### src/rtl/stopwatch_ctrl_if.sv
// stopwatch_ctrl_if: button events and datapath status in, counter-chain commands out
interface stopwatch_ctrl_if;
  logic [1:0] mode;
  logic       b0short;
  logic       b0long;
  logic       b1short;
  logic       b1long;
  logic       at_max;
  logic       cnt_en;
  logic       cnt_clr;
  logic       lap_latch;
  logic       lap_show;
  logic       max_flag;
  logic [1:0] state;
  modport master (
    output mode, b0short, b0long, b1short, b1long, at_max,
    input  cnt_en, cnt_clr, lap_latch, lap_show, max_flag, state
  );
  modport slave (
    input  mode, b0short, b0long, b1short, b1long, at_max,
    output cnt_en, cnt_clr, lap_latch, lap_show, max_flag, state
  );
endinterface

### src/rtl/stopwatch_ctrl.sv
// stopwatch_ctrl: turns button events into registered run/clear/lap commands with lap auto-release and 59:59 saturation
module stopwatch_ctrl #(
  parameter logic [1:0] ACTIVE_MODE = 2'b11,
  parameter int         LAP_HOLD    = 5,
  parameter int         HOLD_W      = 4
) (
  input logic           OneClk,
  input logic           rst,
  stopwatch_ctrl_if.slave bus
);
  typedef enum logic [1:0] {IDLE = 2'b00, RUN = 2'b01, PAUSE = 2'b10, LAP = 2'b11} st_t;
  localparam logic [HOLD_W-1:0] HOLD_INIT = HOLD_W'(LAP_HOLD);
  st_t               cur, nxt;
  logic [HOLD_W-1:0] hold, hold_nx;
  logic              cnt_en, cnt_clr, lap_latch, max_flag;
  logic              max_nx, latch_nx;
  logic              act, clr, lapev, ss, sat;
  logic              unused;
  assign unused = bus.b0short;
  assign act    = bus.mode == ACTIVE_MODE;
  assign clr    = act & bus.b1long;
  assign lapev  = act & bus.b1short & bus.b0long;
  assign ss     = act & bus.b1short & ~bus.b0long;
  // saturation is only meaningful while the chain is counting, whatever the mode
  assign sat    = bus.at_max & (cur == RUN || cur == LAP);
  always_comb begin
    nxt      = cur;
    max_nx   = max_flag;
    hold_nx  = '0;
    latch_nx = 1'b0;
    if (clr) begin
      nxt    = IDLE;
      max_nx = 1'b0;
    end else if (sat) begin
      nxt    = PAUSE;
      max_nx = 1'b1;
    end else begin
      case (cur)
        IDLE:  nxt = ss ? RUN : IDLE;
        RUN: begin
          if (lapev) begin
            nxt      = LAP;
            latch_nx = 1'b1;
            hold_nx  = HOLD_INIT;
          end else if (ss) nxt = PAUSE;
        end
        LAP: begin
          if (lapev) nxt = RUN;
          else if (ss) nxt = PAUSE;
          else if (hold == HOLD_W'(1)) nxt = RUN;
          else hold_nx = (hold != '0) ? hold - HOLD_W'(1) : '0;
        end
        PAUSE: nxt = (ss && !max_flag) ? RUN : PAUSE;
        default: nxt = IDLE;
      endcase
    end
  end
  always_ff @(posedge OneClk or negedge rst) begin
    if (!rst) begin
      cur       <= IDLE;
      hold      <= '0;
      cnt_en    <= 1'b0;
      cnt_clr   <= 1'b0;
      lap_latch <= 1'b0;
      max_flag  <= 1'b0;
    end else begin
      cur       <= nxt;
      hold      <= hold_nx;
      cnt_en    <= (nxt == RUN) || (nxt == LAP);
      cnt_clr   <= clr;
      lap_latch <= latch_nx;
      max_flag  <= max_nx;
    end
  end
  assign bus.state     = cur;
  assign bus.cnt_en    = cnt_en;
  assign bus.cnt_clr   = cnt_clr;
  assign bus.lap_latch = lap_latch;
  assign bus.lap_show  = cur == LAP;
  assign bus.max_flag  = max_flag;
endmodule

### src/flat_wrapper.sv
// flat-port wrapper written by rule: the top's interface ports become plain ports
module stopwatch_ctrl_flat 
#(
  parameter logic [1:0] ACTIVE_MODE = 2'b11,
  parameter int         LAP_HOLD    = 5,
  parameter int         HOLD_W      = 4
)
  (OneClk, rst, bus_mode, bus_b0short, bus_b0long, bus_b1short, bus_b1long, bus_at_max, bus_cnt_en, bus_cnt_clr, bus_lap_latch, bus_lap_show, bus_max_flag, bus_state);
  stopwatch_ctrl_if bus_i ();
  input logic OneClk;
  input logic rst;
  input wire logic [$bits(bus_i.mode)-1:0] bus_mode;
  input wire logic [$bits(bus_i.b0short)-1:0] bus_b0short;
  input wire logic [$bits(bus_i.b0long)-1:0] bus_b0long;
  input wire logic [$bits(bus_i.b1short)-1:0] bus_b1short;
  input wire logic [$bits(bus_i.b1long)-1:0] bus_b1long;
  input wire logic [$bits(bus_i.at_max)-1:0] bus_at_max;
  output wire logic [$bits(bus_i.cnt_en)-1:0] bus_cnt_en;
  output wire logic [$bits(bus_i.cnt_clr)-1:0] bus_cnt_clr;
  output wire logic [$bits(bus_i.lap_latch)-1:0] bus_lap_latch;
  output wire logic [$bits(bus_i.lap_show)-1:0] bus_lap_show;
  output wire logic [$bits(bus_i.max_flag)-1:0] bus_max_flag;
  output wire logic [$bits(bus_i.state)-1:0] bus_state;
  assign bus_i.mode = bus_mode;
  assign bus_i.b0short = bus_b0short;
  assign bus_i.b0long = bus_b0long;
  assign bus_i.b1short = bus_b1short;
  assign bus_i.b1long = bus_b1long;
  assign bus_i.at_max = bus_at_max;
  assign bus_cnt_en = bus_i.cnt_en;
  assign bus_cnt_clr = bus_i.cnt_clr;
  assign bus_lap_latch = bus_i.lap_latch;
  assign bus_lap_show = bus_i.lap_show;
  assign bus_max_flag = bus_i.max_flag;
  assign bus_state = bus_i.state;
  stopwatch_ctrl #(.ACTIVE_MODE(ACTIVE_MODE), .LAP_HOLD(LAP_HOLD), .HOLD_W(HOLD_W)) u_core (.OneClk(OneClk), .rst(rst), .bus(bus_i));
endmodule
### config.mk
export PLATFORM = sky130hd
export DESIGN_NAME = stopwatch_ctrl_flat
export DESIGN_NICKNAME = d
export VERILOG_FILES = /design/src/rtl/stopwatch_ctrl_if.sv /design/src/rtl/stopwatch_ctrl.sv /design/src/flat_wrapper.sv
export SDC_FILE = /design/constraint.sdc
export NUM_CORES = 1
export LEC_CHECK = 0
export BUFFER_PORTS_ARGS = -buffer_cell sky130_fd_sc_hd__buf_4
export CORE_MARGIN = 3
export CORE_UTILIZATION = 34
export DETAILED_ROUTE_END_ITERATION = 16
export GPL_TIMING_DRIVEN = 0
export SLEW_MARGIN = 20
export SYNTH_ARGS = -nofsm -noshare
export SYNTH_HDL_FRONTEND = slang
export SYNTH_SLANG_ARGS = --single-unit
### constraint.sdc
create_clock -name OneClk -period 1.1 [get_ports OneClk]
set_clock_uncertainty 0.2 [all_clocks]
set_input_delay 0.11 -clock OneClk [delete_from_list [all_inputs] [get_ports OneClk]]
set_output_delay 0.11 -clock OneClk [all_outputs]
set_load 0.02 [all_outputs]
Yosys cells after proc, flatten, opt, wreduce, memory -nomap -nowiden:

Index checks and enable logic that the tools add are counted.

* add/subtract/negate cells: 1
* equality and inequality tests: 7
* muxes and demuxes: 24
* bitwise gates (word level): 6
* reduce and logical (&&, ||, !) cells: 7

Operators with widths (number)
* 4-bit 2-to-1 mux: 6
* 2-bit 2-to-1 mux: 8
* 2-bit == test, second input constant: 4
* 2-bit case mux with 4 select lines: 1
* 4-bit case mux with 2 select lines: 1
* 1-bit 2-to-1 mux: 7
* 1-bit AND: 5
* 2-bit by 1-bit == test with 1-bit output, second input constant: 2
* 4-bit by 1-bit == test with 1-bit output, second input constant: 1
* 4-bit nonzero test: 1
* 4-bit by 1-bit subtractor with 4-bit output, second input constant: 1
* 3-bit 2-to-1 mux: 1
* 2-bit zero test: 1
* 1-bit logical OR: 2
* 2-bit nonzero test: 1
* 1-bit logical AND: 1
* 1-bit zero test: 1
* 1-bit NOT: 1

* register bits: 10
* input port bits: 9

Longest topological paths before layout:

Gate-level depths: netlist (run 1).

* depth in word-level cells: 10
* gate-level depth with buffers: 3
* depth with buffers taken out: 3

Worst setup path before layout (run 1):

No wires, ideal clock.

* kind: flip-flop to flip-flop
* from: register u_core.cur[0], in the netlist u_core.bus.state[0]
* to: register u_core.hold[0]
* arrival time: 1.051 ns
* setup slack: -0.247 ns
* cell stages (with the launch flop): 4
* path buffers: 0
* cell sequence: dfrtp_1 > and3b_1 > nand3_1 > o31ai_1

* longest elaborated chain between the ends: 5

RTL lines
* from (decl): line stopwatch_ctrl.sv:13 `st_t cur, nxt;`
* from (signal assigned): line stopwatch_ctrl.sv:67 `cur <= nxt;`
* 2-bit by 1-bit == test with 1-bit output / 2-bit == test (equally long branches): line stopwatch_ctrl.sv:25, stopwatch_ctrl.sv:38
* 1-bit logical OR: line stopwatch_ctrl.sv:25 `assign sat = bus.at_max & (cur == RUN || cur == LAP);`
* 1-bit AND: line stopwatch_ctrl.sv:25
* 4-bit 2-to-1 mux *: line stopwatch_ctrl.sv:34 `end else if (sat) begin`
* 4-bit 2-to-1 mux *: line stopwatch_ctrl.sv:31 `if (clr) begin`
* named net u_core.hold_nx[0]: line stopwatch_ctrl.sv:14 `logic [HOLD_W-1:0] hold, hold_nx;`
* to (signal assigned): line stopwatch_ctrl.sv:68 `hold <= hold_nx;`
* to (decl): line stopwatch_ctrl.sv:14

The timed path passes the listed nets; every way through them passes the cells marked *.
A chain may end at the register's enable or synchronous reset.

Worst setup path after layout (run 1):

* from: register u_core.cur[0], in the netlist u_core.bus.state[0]
* to: register u_core.cur[1], in the netlist u_core.bus.state[1]

* longest elaborated chain between the ends: 5

RTL lines (line)
* parallel branches: the longest is 3 deep, another holds 2-bit case mux with 4 select lines
* 2-bit 2-to-1 mux *: stopwatch_ctrl.sv:34
* 2-bit 2-to-1 mux *: stopwatch_ctrl.sv:31
* named net u_core.nxt[1]: stopwatch_ctrl.sv:13

Mark *: on every way through the listed nets, which the timed path passes.

==> results of run 1 <==
-- logic make-up (layout without fill, tap and decap cells) --
group,after synthesis,in the layout,share of synthesized area (%)
compound gates,16,16,22.8
buf+inv,2,26,1.63
simple gates,15,15,21.2
flops,10,10,54.3
-- worst max-delay path by stage --
| stage | end | startpoint | cells after the start | slack (ns) |
|---|---|---|---|---|
| after floorplan | u_core.bus.state[0]$_DFF_PN0_ | u_core.bus.max_flag$_DFFE_PN0P_ | 2 | -0.16 |
| after global placement | u_core.hold[0]$_DFF_PN0_ | u_core.bus.state[0]$_DFF_PN0_ | 3 | -0.19 |
| after detailed placement | u_core.bus.state[1]$_DFF_PN0_ | u_core.hold[1]$_DFF_PN0_ | 3 | -0.20 |
| after CTS | bus_lap_show | u_core.bus.state[1]$_DFF_PN0_ | 2 | -0.21 |
| after global routing | u_core.bus.state[0]$_DFF_PN0_ | u_core.bus.max_flag$_DFFE_PN0P_ | 2 | -0.26 |
| final | u_core.bus.state[1]$_DFF_PN0_ | u_core.bus.state[0]$_DFF_PN0_ | 2 | -0.22 |
-- state kept, by name, summed over array words and instances, names as in the netlist --
| register | flops |
|---|---|
| u_core.bus.cnt_clr | 1 |
| u_core.bus.cnt_en | 1 |
| u_core.bus.lap_latch | 1 |
| u_core.bus.max_flag | 1 |
| u_core.bus.state | 2 |
| u_core.hold | 4 |
-- worst register-to-register path, delay by kind of cell (launching register included) --
family         cells  cell delay [ns]
flip-flops         1             0.46
AO/OA/AOI/OAI      2             0.52
-- timing repair --
| action | in CTS | in global routing |
|---|---|---|
| resized for setup | 14 | 9 |
| pin swaps | 4 | 1 |
| buffers inserted | 4 | 0 |
| hold endpoints to repair | 13 | 0 |
| hold buffers | 2 | 0 |
| setup endpoints to repair | 12 | 14 |
-- cell usage after synthesis (all sizes together) --
library cell / n / share of area (%)
or2: 1 / 1.4
a2111o: 1 / 2.4
and4: 1 / 2.2
nand4b: 1 / 1.9
and3b: 1 / 1.9
dfrtp: 10 / 54
o21bai: 1 / 1.6
o21ai: 3 / 3.3
nand3: 3 / 4.3
and2: 1 / 1.4
inv: 2 / 1.6
nor4b: 1 / 1.9
o41ai: 1 / 1.9
nand2: 1 / 0.81
a31o: 2 / 3.8
nor2b: 2 / 2.7
a21oi: 6 / 6.5
o31ai: 1 / 1.6
nor3: 1 / 1.1
a211oi: 1 / 1.6
nor2: 2 / 1.6
-- layout make-up --
type / count / area (sq um) / share of cell area, %
inverters: 2 / 7.51 / 0.985
multi-input cells: 31 / 262 / 34.3
flip-flops and latches: 10 / 258 / 33.8
well taps: 14 / 17.5 / 2.30
repair buffers: 20 / 181 / 23.8
clock buffers: 4 / 36.3 / 4.76
-- power groups by stage --
stage | Sequential [mW] | Clock, mW | Combinational (mW)
6_report | 0.410 | 0.331 | 0.178
5_1_grt | 0.412 | 0.350 | 0.193
4_1_cts | 0.407 | 0.340 | 0.172
3_5_place_dp | 0.416 | 0 | 0.125
3_3_place_gp | 0.417 | 0 | 0.123
2_1_floorplan | 0.434 | 0 | 0.0338
-- through the flow --
step / instances / TNS, ns / hold WS, ns
after global routing: 81 / -2.28 / 0.00851
after global placement: 71 / -0.906 / -0.257
final: 81 / -1.85 / -0.00514
after detailed placement: 71 / -0.981 / -0.252
after floorplan: 43 / -0.687 / -0.386
after CTS: 81 / -1.77 / -0.0223
-- layer usage --
layer | GRT usage (%) | wire [um] | share of wire, % | up-vias
met4 | 7.45 | 23 | 1.9 | 0
met1 | 17.5 | 507 | 43 | 197
met5 | 0 | 0 | 0 | -
met3 | 5.51 | 92 | 7.8 | 4
li1 | - | - | - | 213
met2 | 20.7 | 560 | 47 | 21
==> impl_metrics.csv, run 1 <==
group,metric,value,unit
power,power.clock.fraction,36.0,%
power,p_comb_share,19.3,%
clocking,cts.sinks,10,
worst_setup_path,worst-path-max-fanout,8,
clocking,cts-buffers-inserted,3,
timing,rsz0062_at_grt,"true",
clocking,insertion_delay,0.26,ns
route,vias_per_cell,5.37,
placed_design,io_buffers,14,
global_routing,antenna_found_initial,0,
synthesis,synth_cell_type_count,22,
worst_setup_path,r2r-start,"u_core.bus.state[0]$_DFF_PN0_",
worst_setup_path,critPathTopFamily,"compound AO/OA/AOI/OAI gates",
worst_setup_path,arrival,1.24,ns
timing,worstMarginPinSlew,0.395,ns
finish,drive_gt1_share,67.2,%
timing,final_hold_viol_count,2,
route,drt_wl_total,1190,um
route,drc_errors,0,
finish,fin_area,762,sq um
run_status,status,"complete, but fails checks",
die,rows,12,
timing,whs,-0.00514,ns
placed_design,placed_cell_area,594,sq um
clocking,cts.path.max_buffers,2,
synthesis,syn_area_per_cell,10.7,sq um
clocking,clk_pin_slew,0.07,ns
power,netSwitchingFraction,25.2,%
synthesis,synth_fp_nets,52,
worst_setup_path,cp-start-kind,"flip-flop",
hold_path,min_to,"u_core.bus.state[0]$_DFF_PN0_",
power,internal-power,0.686,mW
power,p_leak,0.343,nW
worst_setup_path,crit_required,1.03,ns
finish,finish.utilization,64.2,%
global_routing,grt_pass1_wl,1950,um
timing,worst_slack,-0.216,ns
clocking,ctsRootBufferMaster,"clkbuf_4",
worst_setup_path,max_stage_delay,0.46,ns
global_routing,grt_use_total,14.1,%
power,ir_drop,0.661,mV
route,drtIter0Drc,11,
die,die_area,1830,sq um
finish,antenna_cells,0,
timing,period_share,120,%
placed_design,dp_hpwl,781,um
finish,layout_common_cells,"11 x buf_4, 7 x buf_6, 6 x dfrtp_2, 4 x dfrtp_1",
finish,nNetsFinal,77,
global_routing,overflow,0,
timing,max_slew_margin,73.4,%
timing,period_minus_slack,1.32,ns
hold_path,min_path_type,"in -> reg",
power,p_switching,0.232,mW
run_status,violations,"hold timing, setup timing",
global_routing,grt_start_max_net_pins,11,
die,start_util,38.8,%
clocking,cts_tree,"yes",
worst_setup_path,path_cells,"o41ai_1 -> a211oi_1",
clocking,htreeDepth,1,
power,powerDensity,1200,nW/um^2
worst_setup_path,r2r_slack,-0.22,ns
hold_path,worstHoldStart,"bus_b0long",
worst_setup_path,critPathKind,"reg -> reg",
synthesis,synth_area,460,sq um
timing,fmax,760,MHz
placed_design,gp_congestion,0.695,
power,seqPwrFrac,44.6,%
finish,area_delta_synth_final,65.5,%
synthesis,netlist_instances,43,
die,pin_count,16,
timing,setup_viol,12,
worst_setup_path,r2r_end,"u_core.bus.state[1]$_DFF_PN0_",
finish,fillers,105,
worst_setup_path,path_buf_inv,0,
synthesis,synth_warnings,0,
synthesis,yosysSeqAreaShare,54.3,%
route,drt-pass1-iter-count,3,
power,power,0.918,mW
route,num_vias,435,
route,drtAntennaViolNets,0,
hold_path,hold_depth,3,
worst_setup_path,r2r_cells,2,
synthesis,ys_seq_elements,10,
route,wl_per_cell,14.6,um
die,die_h,42.8,um
global_routing,grt_pass1_vias,453,
worst_setup_path,cp_slowest_cell,"dfrtp_2",
die,design.core.area,1190,sq um
timing,final_max_slew_viol_count,0,
placed_design,dp_slack,-0.200,ns
die,die_w,42.8,um
worst_setup_path,worst_setup_path_end_kind,"flip-flop",
run,maxCapViolCount,0,
finish,final_common_cell,"buf_4",
No activity file was read; power rests on OpenSTA's default activity.
==> inputs of run 2 (changes only) <==
Clock period 1.1 ns to 1.55 ns, I/O delays scaled along.
==> run 2 against run 1 <==
  * The run now ends clean
  * Combinational power decreased by 49%
  * Critical endpoint is now u_core.hold[0]$_DFF_PN0_
  * First-iteration DRC count unchanged
  * Core utilization decreased by 11 points
  * Largest cell class is now flip-flops and latches
  * Largest power group unchanged
  * Sequential cell count unchanged
  * Critical path depth increased by 3
  * Design area decreased by 17%
  * Critical path type is now in -> reg
  * Global-route usage decreased by 2.7 points
  * Highest routed layer is now met3
  * Worst setup slack improved by 0.30 ns
==> impl_metrics.csv, run 2 (synthesis results as in run 1) <==
group,metric,value,unit
clocking,cts.sinks,10,
run,maxCapViolCount,0,
worst_setup_path,max_stage_delay,0.54,ns
worst_setup_path,critPathKind,"in -> reg",
worst_setup_path,worst-path-max-fanout,4,
finish,antenna_cells,0,
worst_setup_path,cp_slowest_cell,"dlygate4sd3_1",
timing,setup_viol,0,
die,die_area,1830,sq um
finish,final_common_cell,"buf_4",
global_routing,grt_use_total,11.4,%
placed_design,dp_slack,0.198,ns
route,wl_per_cell,12.6,um
route,drt-pass1-iter-count,4,
clocking,htreeDepth,1,
clocking,ctsRootBufferMaster,"clkbuf_4",
worst_setup_path,path_buf_inv,2,
timing,worstMarginPinSlew,0.339,ns
worst_setup_path,path_cells,"dlygate4sd3_1 -> buf_4 -> and3b_1 -> nand3_2 -> o31ai_1",
die,die_w,42.8,um
timing,max_slew_margin,77.1,%
route,drc_errors,0,
route,vias_per_cell,5.25,
worst_setup_path,arrival,1.44,ns
die,start_util,38.8,%
worst_setup_path,crit_required,1.52,ns
route,drtAntennaViolNets,0,
timing,final_max_slew_viol_count,0,
worst_setup_path,critPathTopFamily,"buffers and inverters",
finish,largest_register_ff_count,4,
die,die_h,42.8,um
placed_design,placed_cells,71,
finish,fillers,118,
timing,fmax,680,MHz
power,powerDensity,869,nW/um^2
die,design.core.area,1190,sq um
route,num_vias,399,
timing,setup_tns,0,ns
global_routing,grt_start_max_net_pins,11,
power,ir_drop,0.572,mV
route,drtIter0Drc,11,
timing,final_hold_viol_count,0,
worst_setup_path,worst_setup_path_end_kind,"flip-flop",
placed_design,io_buffers,14,
clocking,insertion_delay,0.26,ns
finish,nNetsFinal,73,
worst_setup_path,cp-start-kind,"input pin",
hold_path,min_path_type,"in -> reg",
placed_design,gp_congestion,0.743,
finish,top_register,"u_core.hold",
global_routing,antenna_found_initial,0,
die,rows,12,
worst_setup_path,r2r_slack,0.21,ns
timing,period_share,94.8,%
power,power,0.548,mW
global_routing,overflow,0,
clocking,cts-buffers-inserted,3,
timing,worst_slack,0.0800,ns
clocking,cts_tree,"yes",
route,drt_wl_total,960,um
power,p_leak,0.308,nW
clocking,cts.path.max_buffers,2,
finish,layout.cells.non_filler,76,
finish,finish.utilization,53.2,%
finish,layout_common_cells,"14 x buf_4, 10 x dfrtp_1, 6 x a21oi_1, 3 x o21ai_0, 3 x clkbuf_4",
placed_design,dp_hpwl,741,um
timing,period_minus_slack,1.47,ns
run_status,status,"finished, final reports clean",
finish,area_delta_synth_final,37.0,%
global_routing,grt_pass1_wl,1590,um
timing,rsz0062_at_grt,"false",
global_routing,grt_pass1_vias,375,
finish,drive_gt1_share,37.1,%
die,pin_count,16,
clocking,clk_pin_slew,0.06,ns
## run 2: cell count changes in the layout (fill, tap and decap cells not counted), moves of 2 or more
cell and change:
buf_6 -7, dfrtp_2 -6, o21ai_0 +2, dfrtp_1 +6, buf_4 +3, a21oi_1 +3
a21oi_2 -3
## run 2: where the power goes
| group | total [mW] | internal, mW | switching (mW) | leakage (nW) |
|---|---|---|---|---|
| Clock | 0.167 | 0.0891 | 0.0783 | 0.0138 |
| Combinational | 0.0915 | 0.0441 | 0.0474 | 0.157 |
| Sequential | 0.289 | 0.274 | 0.0153 | 0.137 |
| Total | 0.548 | 0.407 | 0.141 | 0.308 |
## run 2: layer usage
layer,global-route usage (%),share of wire (%),vias up
li1,-,-,204
met1,14.7,50,182
met2,16.5,42,13
met3,4.24,7.9,0
met4,5.59,0,0
met5,0,0,-
## run 2: cell type report
type                    count  area (sq um)  area share (%)
clock buffers               3          22.5            3.57
multi-input cells          31           208            32.9
flip-flops and latches     10           250            39.7
repair buffers             16           125            19.8
inverters                   2          7.51            1.19
well taps                  14          17.5            2.78
## run 2: what timing repair did
action	in CTS	in global routing
hold buffers	2	0
hold endpoints to repair	11	0
endpoints found under the setup margin	0	1
buffers inserted	0	0
resized for setup	0	1
## run 2: final timing paths
kind,startpoint,end,cells past startpoint
max,bus_at_max,u_core.hold[0]$_DFF_PN0_,5
min,bus_b0long,u_core.bus.state[0]$_DFF_PN0_,3
max reg2reg,u_core.bus.state[0]$_DFF_PN0_,u_core.hold[0]$_DFF_PN0_,3
min reg2reg,u_core.hold[0]$_DFF_PN0_,u_core.hold[0]$_DFF_PN0_,1
max in group asynchronous,rst,u_core.hold[1]$_DFF_PN0_,2
min in group asynchronous,rst,u_core.bus.cnt_clr$_DFF_PN0_,2
## run 2: worst min-delay path, delay by kind of cell
family | cells | cell delay (ns)
AOI/OAI and AO/OA | 2 | 0.17
buffers and inverters | 1 | 0.10
## run 2: stage by stage
| stage | hold slack [ns] | area (sq um) |
|---|---|---|
| detailed placement | -0.212 | 583 |
| finish | 0.00859 | 631 |
| global route | 0.00634 | 631 |
| CTS | 0.00419 | 626 |
| global placement | -0.210 | 583 |
| floorplan | -0.341 | 460 |
